File: config.mk
export PLATFORM = sky130hd
export DESIGN_NAME = inst_buffer_flat
export DESIGN_NICKNAME = d
export VERILOG_FILES = /design/src/rtl/inst_buffer_pkg.sv /design/src/rtl/inst_buffer_if.sv /design/src/rtl/inst_buffer_mem.sv /design/src/rtl/inst_buffer.sv /design/src/flat_wrapper.sv
export SDC_FILE = /design/constraint.sdc
export NUM_CORES = 1
export LEC_CHECK = 0
export ABC_CLOCK_PERIOD_IN_PS = 7750
export BUFFER_PORTS_ARGS = -buffer_cell sky130_fd_sc_hd__buf_2
export CAP_MARGIN = 10
export CORE_MARGIN = 2
export CORE_UTILIZATION = 41
export DETAILED_ROUTE_END_ITERATION = 8
export GPL_TIMING_DRIVEN = 0
export MAX_ROUTING_LAYER = met4
export SYNTH_ARGS = -nofsm -noshare
export SYNTH_HDL_FRONTEND = slang
export SYNTH_SLANG_ARGS = --single-unit
File: constraint.sdc
create_clock -name clk -period 7.75 [get_ports clk]
set_input_delay 0.3875 -clock clk [delete_from_list [all_inputs] [get_ports clk]]
set_output_delay 0.3875 -clock clk [all_outputs]
set_load 0.05 [all_outputs]
File: src/rtl/inst_buffer_pkg.sv
// Shared widths, control levels and the entry record for the fetch-to-decode
// instruction buffer.
package inst_buffer_pkg;

   localparam int InstAddrBusW = 32;
   localparam int InstBusW     = 32;

   localparam logic [31:0] ZeroWord    = 32'h0000_0000;
   localparam logic        FlushEnable = 1'b1;
   localparam logic        Stop        = 1'b1;

   // One buffered instruction: fetch PC, instruction word, address-error flag.
   typedef struct packed {
      logic [InstAddrBusW-1:0] pc;
      logic [InstBusW-1:0]     inst;
      logic                    adel;
   } ib_entry_t;

   localparam int EntryW = $bits(ib_entry_t);

   function automatic ib_entry_t make_entry(
      input logic [InstAddrBusW-1:0] pc,
      input logic [InstBusW-1:0]     inst,
      input logic                    adel
   );
      ib_entry_t e;
      e.pc   = pc;
      e.inst = inst;
      e.adel = adel;
      return e;
   endfunction

endpackage

File: src/rtl/inst_buffer_if.sv
// Fetch/decode side signals of the instruction buffer. The slave modport is
// the buffer itself; the master modport is the surrounding pipeline.
interface inst_buffer_if;
   import inst_buffer_pkg::*;

   logic                    flush;
   logic                    stall;
   logic                    if_valid;
   logic [InstAddrBusW-1:0] if_pc;
   logic [InstBusW-1:0]     if_inst;
   logic                    if_adel;
   logic                    buf_full;
   logic                    id_valid;
   logic [InstAddrBusW-1:0] id_pc;
   logic [InstBusW-1:0]     id_inst;
   logic                    id_adel;

   modport slave (
      input  flush, stall, if_valid, if_pc, if_inst, if_adel,
      output buf_full, id_valid, id_pc, id_inst, id_adel
   );

   modport master (
      output flush, stall, if_valid, if_pc, if_inst, if_adel,
      input  buf_full, id_valid, id_pc, id_inst, id_adel
   );

endinterface

File: src/rtl/inst_buffer_mem.sv
// Entry storage for the instruction buffer: one write port, one asynchronous
// read port. Contents are deliberately not reset; validity lives in the count.
module inst_buffer_mem
   import inst_buffer_pkg::*;
#(
   parameter int DEPTH = 8,
   parameter int PTR_W = $clog2(DEPTH)
) (
   input  logic             clk,
   input  logic             wr_en,
   input  logic [PTR_W-1:0] wr_addr,
   input  ib_entry_t        wr_data,
   input  logic [PTR_W-1:0] rd_addr,
   output ib_entry_t        rd_data
);

   ib_entry_t mem_reg [DEPTH];

   always_ff @(posedge clk) begin
      if (wr_en) begin
         mem_reg[wr_addr] <= wr_data;
      end
   end

   assign rd_data = mem_reg[rd_addr];

endmodule

File: src/rtl/inst_buffer.sv
// Circular FIFO between fetch and decode. Pointers and occupancy count live
// here; entry storage is in inst_buffer_mem.
module inst_buffer
   import inst_buffer_pkg::*;
#(
   parameter int DEPTH = 8,
   parameter int CNT_W = 4
) (
   input  logic          clk,
   input  logic          rst,
   inst_buffer_if.slave  bus
);

   localparam int               PTR_W    = $clog2(DEPTH);
   localparam logic [CNT_W-1:0] FULL_CNT = CNT_W'(DEPTH);

   logic [PTR_W-1:0] head_reg, head_next;
   logic [PTR_W-1:0] tail_reg, tail_next;
   logic [CNT_W-1:0] count_reg, count_next;

   logic      full;
   logic      not_empty;
   logic      flush_req;
   logic      hold;
   logic      push;
   logic      pop;
   ib_entry_t wr_entry;
   ib_entry_t head_entry;

   // Full/empty come only from the registered count, so buf_full never
   // depends combinationally on this cycle's pop.
   assign full      = (count_reg == FULL_CNT);
   assign not_empty = (count_reg != '0);
   assign flush_req = (bus.flush == FlushEnable);
   assign hold      = (bus.stall == Stop);

   assign push = bus.if_valid && !full && !flush_req;
   assign pop  = not_empty && !hold && !flush_req;

   always_comb begin
      head_next  = head_reg;
      tail_next  = tail_reg;
      count_next = count_reg;
      if (flush_req) begin
         head_next  = '0;
         tail_next  = '0;
         count_next = '0;
      end else begin
         if (push) begin
            tail_next = tail_reg + PTR_W'(1);
         end
         if (pop) begin
            head_next = head_reg + PTR_W'(1);
         end
         case ({push, pop})
            2'b10:   count_next = count_reg + CNT_W'(1);
            2'b01:   count_next = count_reg - CNT_W'(1);
            default: count_next = count_reg;
         endcase
      end
   end

   always_ff @(posedge clk) begin
      if (rst) begin
         head_reg  <= '0;
         tail_reg  <= '0;
         count_reg <= '0;
      end else begin
         head_reg  <= head_next;
         tail_reg  <= tail_next;
         count_reg <= count_next;
      end
   end

   assign wr_entry = make_entry(bus.if_pc, bus.if_inst, bus.if_adel);

   inst_buffer_mem #(
      .DEPTH (DEPTH),
      .PTR_W (PTR_W)
   ) u_mem (
      .clk     (clk),
      .wr_en   (push),
      .wr_addr (tail_reg),
      .wr_data (wr_entry),
      .rd_addr (head_reg),
      .rd_data (head_entry)
   );

   // Stale storage must never leak to decode: outputs read zero when empty.
   assign bus.buf_full = full;
   assign bus.id_valid = not_empty;
   assign bus.id_pc    = not_empty ? head_entry.pc   : ZeroWord;
   assign bus.id_inst  = not_empty ? head_entry.inst : ZeroWord;
   assign bus.id_adel  = not_empty ? head_entry.adel : 1'b0;

endmodule

File: src/flat_wrapper.sv
// flat-port wrapper written by rule: the top's interface ports become plain ports
module inst_buffer_flat import inst_buffer_pkg::*;
#(
   parameter int DEPTH = 8,
   parameter int CNT_W = 4
)
  (clk, rst, bus_flush, bus_stall, bus_if_valid, bus_if_pc, bus_if_inst, bus_if_adel, bus_buf_full, bus_id_valid, bus_id_pc, bus_id_inst, bus_id_adel);
  inst_buffer_if bus_i ();
  input  logic clk;
  input  logic rst;
  input wire logic [$bits(bus_i.flush)-1:0] bus_flush;
  input wire logic [$bits(bus_i.stall)-1:0] bus_stall;
  input wire logic [$bits(bus_i.if_valid)-1:0] bus_if_valid;
  input wire logic [$bits(bus_i.if_pc)-1:0] bus_if_pc;
  input wire logic [$bits(bus_i.if_inst)-1:0] bus_if_inst;
  input wire logic [$bits(bus_i.if_adel)-1:0] bus_if_adel;
  output wire logic [$bits(bus_i.buf_full)-1:0] bus_buf_full;
  output wire logic [$bits(bus_i.id_valid)-1:0] bus_id_valid;
  output wire logic [$bits(bus_i.id_pc)-1:0] bus_id_pc;
  output wire logic [$bits(bus_i.id_inst)-1:0] bus_id_inst;
  output wire logic [$bits(bus_i.id_adel)-1:0] bus_id_adel;
  assign bus_i.flush = bus_flush;
  assign bus_i.stall = bus_stall;
  assign bus_i.if_valid = bus_if_valid;
  assign bus_i.if_pc = bus_if_pc;
  assign bus_i.if_inst = bus_if_inst;
  assign bus_i.if_adel = bus_if_adel;
  assign bus_buf_full = bus_i.buf_full;
  assign bus_id_valid = bus_i.id_valid;
  assign bus_id_pc = bus_i.id_pc;
  assign bus_id_inst = bus_i.id_inst;
  assign bus_id_adel = bus_i.id_adel;
  inst_buffer #(.DEPTH(DEPTH), .CNT_W(CNT_W)) u_core (.clk(clk), .rst(rst), .bus(bus_i));
endmodule
### After elaboration in Yosys (flattened, before gate mapping)

Memories as Yosys holds them, arrays and structs flattened. A register that Yosys moved wholly into a read port is not among the register bits.
Cells that the tools add are included.

* $add $sub $neg: 4
* eq/ne operators: 3
* mux-type cells: 8
* reduce and logical (&&, ||, !) cells: 10

Operator list (number)
* $mux W32: 2
* $pmux W4 S2: 1
* $add A3 B1 Y3 const B: 2
* $mux W3: 2
* $add A4 B1 Y4 const B: 1
* $eq A4 B4 Y1 const B: 1
* $logic_and A1 B1 Y1: 4
* $reduce_bool A4 Y1: 1
* $sub A4 B1 Y4 const B: 1
* $logic_not A1 Y1: 3
* $mux W1: 3
* $eq A2 B1 Y1 const B: 1
* $eq A2 B2 Y1 const B: 1
* $reduce_bool A2 Y1: 1
* $reduce_or A2 Y1: 1

* register bits: 10
* memory bits (writable): 520
* input port bits: 70
* output and inout bits: 67
* word-level logic and storage cells: 29
* memories: 1

Memory list
* u_core.u_mem.mem_reg: depth 8, width 65, read ports 1, clocked after memory_dff 1, wr ports 1, line inst_buffer_mem.sv:17 `ib_entry_t mem_reg [DEPTH];`

### Depth between registers and ports, before layout

* depth after elaboration: 6
* depth in mapped cells: 11
* depth with buffers taken out: 10

### Hierarchy

From an unflattened synthesis, not the netlist that was laid out.

* cell total of the unflattened synthesis: 896
* area, all modules: 20594.8 um^2

By module, submodules not included
* inst_buffer_mem: instances 1, cells an instance 764, area each 19556.3 um^2, sequential area each 15615.0 um^2
* inst_buffer: instances 1, cells an instance 132, area each 1038.5 um^2, sequential area each 200.2 um^2

### Least setup slack after synthesis

OpenSTA, ideal clock, no wires.

* path kind: flip-flop to flip-flop
* start: register u_core.count_reg[1]
* end: memory u_core.u_mem.mem_reg[0][0] in the netlist's numbering (enable)
* library setup time: 568 ps
* arrival time: 5500 ps
* data required time: 7182 ps
* slack: 1682 ps
* cell stages (with the launch flop): 6
* buffers on the path: 1
* clock period less this slack: 6068 ps
* cell sequence: dfxtp_1 -> buf_2 -> or4b_4 -> nand2_1 -> or3_1 -> nor3_1

* longest elaborated chain between the ends: 6

Ends and longest elaborated chain
* start, declared: line inst_buffer.sv:19 `logic [CNT_W-1:0] count_reg, count_next;`
* start signal, assigned: line inst_buffer.sv:71 `count_reg <= count_next;`
* $eq A4 B4 Y1: line inst_buffer.sv:32 `assign full = (count_reg == FULL_CNT);`
* $logic_not A1 Y1: line inst_buffer.sv:37 `assign push = bus.if_valid && !full && !flush_req;`
* $logic_and A1 B1 Y1 (2 in a row): line inst_buffer.sv:37
* $mux W1: line inst_buffer_mem.sv:20 `if (wr_en) begin`
* $mux W1 (not written as such): line inst_buffer_mem.sv:21 `mem_reg[wr_addr] <= wr_data;`
* end, declared: line inst_buffer_mem.sv:17

Every way passes these cells.

==> results.py <==
metrics = {
    "final_layout": {
        "layout.cells.non_filler": 1837,
        "area_growth_pct": 18.56,
        "stdcell_area_um2": 24180,
        "fin_nets": 1202,
        "largest_reg_flops": 520,
        "drive_above_1_share_pct": 35.68,
        "fillers": 4082,
    },
    "global_route": {
        "antenna_found_initial": 7,
        "grt_usage_pct": 17.54,
        "grt_pass1_wl_mm": 63.62,
        "gr-total-overflow": 0,
        "grt_max_degree": 26,
        "grt_pass1_vias": 9959,
    },
    "timing": {
        "timing.final.crit_share_pct": 43.09,
        "rsz0062_at_grt": "no",
        "hold_violations": 0,
        "layout_min_cycle_time_ns": 3.339,
        "fmax_mhz": 299.5,
        "timing.final.ws_setup_ns": 4.411,
        "setup_viol": 0,
        "clock_skew_ns": 0.01409,
        "slew_headroom_pct": 36.01,
        "worst_slew_pin_slew_ns": 0.9576,
        "final_max_slew_viol_count": 0,
        "timing.hold.ws_ns": 0.06612,
    },
    "run_status": {
        "status": "completed",
    },
    "floorplanning": {
        "die_area_um2": 51540,
        "die_h_um": 227.0,
        "coreArea_um2": 49050,
        "io_pins": 137,
        "dieWidth_um": 227.0,
        "rows": 81,
        "start_util_pct": 41.58,
    },
    "yosys": {
        "synthXorXnorAreaFrac_pct": 0.3006,
        "async_reset_ff_share_pct": 0,
        "synth_seq_area_share_pct": 77.84,
        "syn_area_um2": 20390,
        "ys_types": 32,
        "synth_compound_area_share_pct": 0.2393,
        "synth_fa_ha_area_share_pct": 0.3067,
        "synthFlopType": "edfxtp_1",
        "synth_fp_nets": 979,
        "synthSimpleGateAreaFrac_pct": 2.319,
        "synth_edf_count": 520,
        "ys_ff_latch": 533,
        "synthMuxAreaShare_pct": 17.60,
        "syn_area_per_cell_um2": 22.56,
        "synth_top_family_by_area": "multiplexers",
        "synth_warnings": 0,
        "postSynthCellCount": 904,
    },
    "clock_tree": {
        "numCtsBuffers": 54,
        "cts_resized": 0,
        "clock_latency_ns": 0.59,
        "cts_tree": "done",
        "htreeDepth": 2,
        "cts.sinks": 533,
        "root_buffer": "clkbuf_16",
        "clock_path_buffers": 3,
        "hold_buffers": 0,
        "clk_pin_slew_ns": 0.06,
        "post-cts-setup-buffer-count": 0,
    },
    "placement": {
        "portBuffers": 136,
        "gp_congestion": 0.6990,
        "post_dp_cell_area_um2": 22440,
        "pre_cts_ws_ns": 4.838,
        "dp.final_hpwl_mm": 26.83,
        "place_inst": 1735,
    },
    "critical_path": {
        "crit_path_frequent_cell": "buf_2",
        "reg2reg_depth": 8,
        "crit_arrival_ns": 2.95,
        "cp.required_ns": 7.36,
        "worstPathCellList": "buf_2 -> clkbuf_1 -> mux4_2 -> mux2i_1 -> nor2_1 -> buf_2",
        "end_kind": "output pin",
        "crit_family": "buffers and inverters",
        "critPathSlowestCell": "clkbuf_1",
        "critPathMaxStageDelay_ns": 0.59,
        "critPathBufInv": 3,
        "cp-start-kind": "flop",
        "path_class": "flop to output pin",
        "worstSetupPathDepth": 6,
        "rrSetupSlack_ns": 4.86,
        "path_max_fanout": 10,
    },
    "power": {
        "leakagePower_nw": 7.735,
        "ir_drop_mv": 0.1788,
        "powerDensity_nw_per_um2": 245.1,
        "finalPower_mw": 5.926,
    },
    "detailed_routing": {
        "avgViaCountPerCell": 5.198,
        "drt_wl_total_mm": 42.72,
        "routedWlPerCell_um": 23.25,
        "dr.pass1.iters": 4,
        "drtIter0Drc": 731,
        "drc_errors": 0,
        "ant_nets": 0,
        "vias": 9549,
    },
    "hold_path": {
        "hold_depth": 1,
        "hold_class": "input pin to flop",
    },
    "run": {
        "timing.max_cap.violations": 0,
    },
}
[routing by layer]
metal / routed length [um] / share of wire, % / vias to the layer above / GRT usage, %
li1: - / - / 4208 / -
met1: 18840 / 44 / 5027 / 23.63
met2: 20570 / 48 / 249 / 27.51
met3: 2566 / 6.0 / 65 / 3.575
met4: 741 / 1.7 / 0 / 4.659
met5: 0 / 0 / - / -
[logic make-up after synthesis]
kind of cell / Yosys count
flip-flops: 533
buffers and inverters: 48
multiplexers: 196
AND/OR/NAND/NOR: 106
AO/OA/AOI/OAI: 9
adder cells (fa/ha/maj): 5
XOR/XNOR: 7
[cell usage in the layout (no fill, tap or decap), types with 2 or more instances in the layout]
| cell | count |
|---|---|
| a21oi_1 | 4 |
| buf_12 | 13 |
| buf_2 | 154 |
| buf_4 | 2 |
| buf_6 | 25 |
| bufinv_16 | 4 |
| clkbuf_1 | 25 |
| clkbuf_16 | 57 |
| clkbuf_8 | 3 |
| clkinv_1 | 9 |
| clkinv_2 | 11 |
| dfxtp_1 | 13 |
| diode_2 | 7 |
| edfxtp_1 | 520 |
| ha_1 | 5 |
| mux2i_1 | 66 |
| mux4_2 | 130 |
| nand2_1 | 5 |
| nand2b_1 | 2 |
| nand3_1 | 3 |
| nor2_1 | 75 |
| nor2_4 | 6 |
| nor3_2 | 2 |
| o21ai_0 | 2 |
| o21ai_1 | 2 |
| or2_2 | 2 |
| or3_1 | 2 |
| xnor2_1 | 2 |
| xor2_1 | 5 |
[worst paths after layout]
path | start | endpoint
max reg2reg | u_core.count_reg[0] | u_core.u_mem.mem_reg[0][47]
min | bus_if_pc[31] | u_core.u_mem.mem_reg[3][64]
max | flop | bus_id_inst[2]
min reg2reg | u_core.head_reg[2] | flop
[power by group]
| group | switching [mW] | internal (mW) |
|---|---|---|
| Combinational | 0.135 | 0.0654 |
| Sequential | 0.00577 | 3.19 |
| Clock | 1.04 | 1.49 |
[synth_stat cells, drive strengths merged, types with 4 or more instances]
cell type    n  area, um^2
edfxtp     520       15610
mux4       130        2928
nor2        81       304.0
mux2i       66       660.6
buf         30       217.7
clkbuf      16       60.06
dfxtp       13       260.3
ha           5       62.56
nand2        5       18.77
xor2         5       43.79
a21oi        4       20.02
o21ai        4       20.02
[worst register-to-register path, cell delays in order, from the launching register on]
cell and delay (ns):
dfxtp_1 0.48, or4b_4 0.23, nand2_1 0.11, or3_1 0.48, nor3_2 0.51, buf_8 0.24, buf_6 0.18, buf_6 0.17
buf_6 0.17
[through the flow]
stage | TNS (ns) | utilization [%]
CTS | 0 | 49.26
finish | 0 | 49.30
global placement | -412.13 | 44.66
global route | 0 | 49.30
floorplan | 0 | -
detailed placement | 0 | 45.74
[layout make-up]
| cell class | count | area, um^2 | share of cell area, % |
|---|---|---|---|
| Tap cell | 664 | 830.8 | 3.436 |
| Clock buffer | 69 | 1501 | 6.209 |
| Multi-Input combinational cell | 323 | 4289 | 17.74 |
| Clock inverter | 26 | 225.2 | 0.9314 |
| Sequential cell | 533 | 15880 | 65.65 |
| Inverter | 2 | 7.507 | 0.03105 |
| Antenna cell | 7 | 17.52 | 0.07244 |
| Timing Repair Buffer | 167 | 1156 | 4.781 |
| Buffer | 46 | 277.8 | 1.149 |
Power figures use the tool's default switching activity.
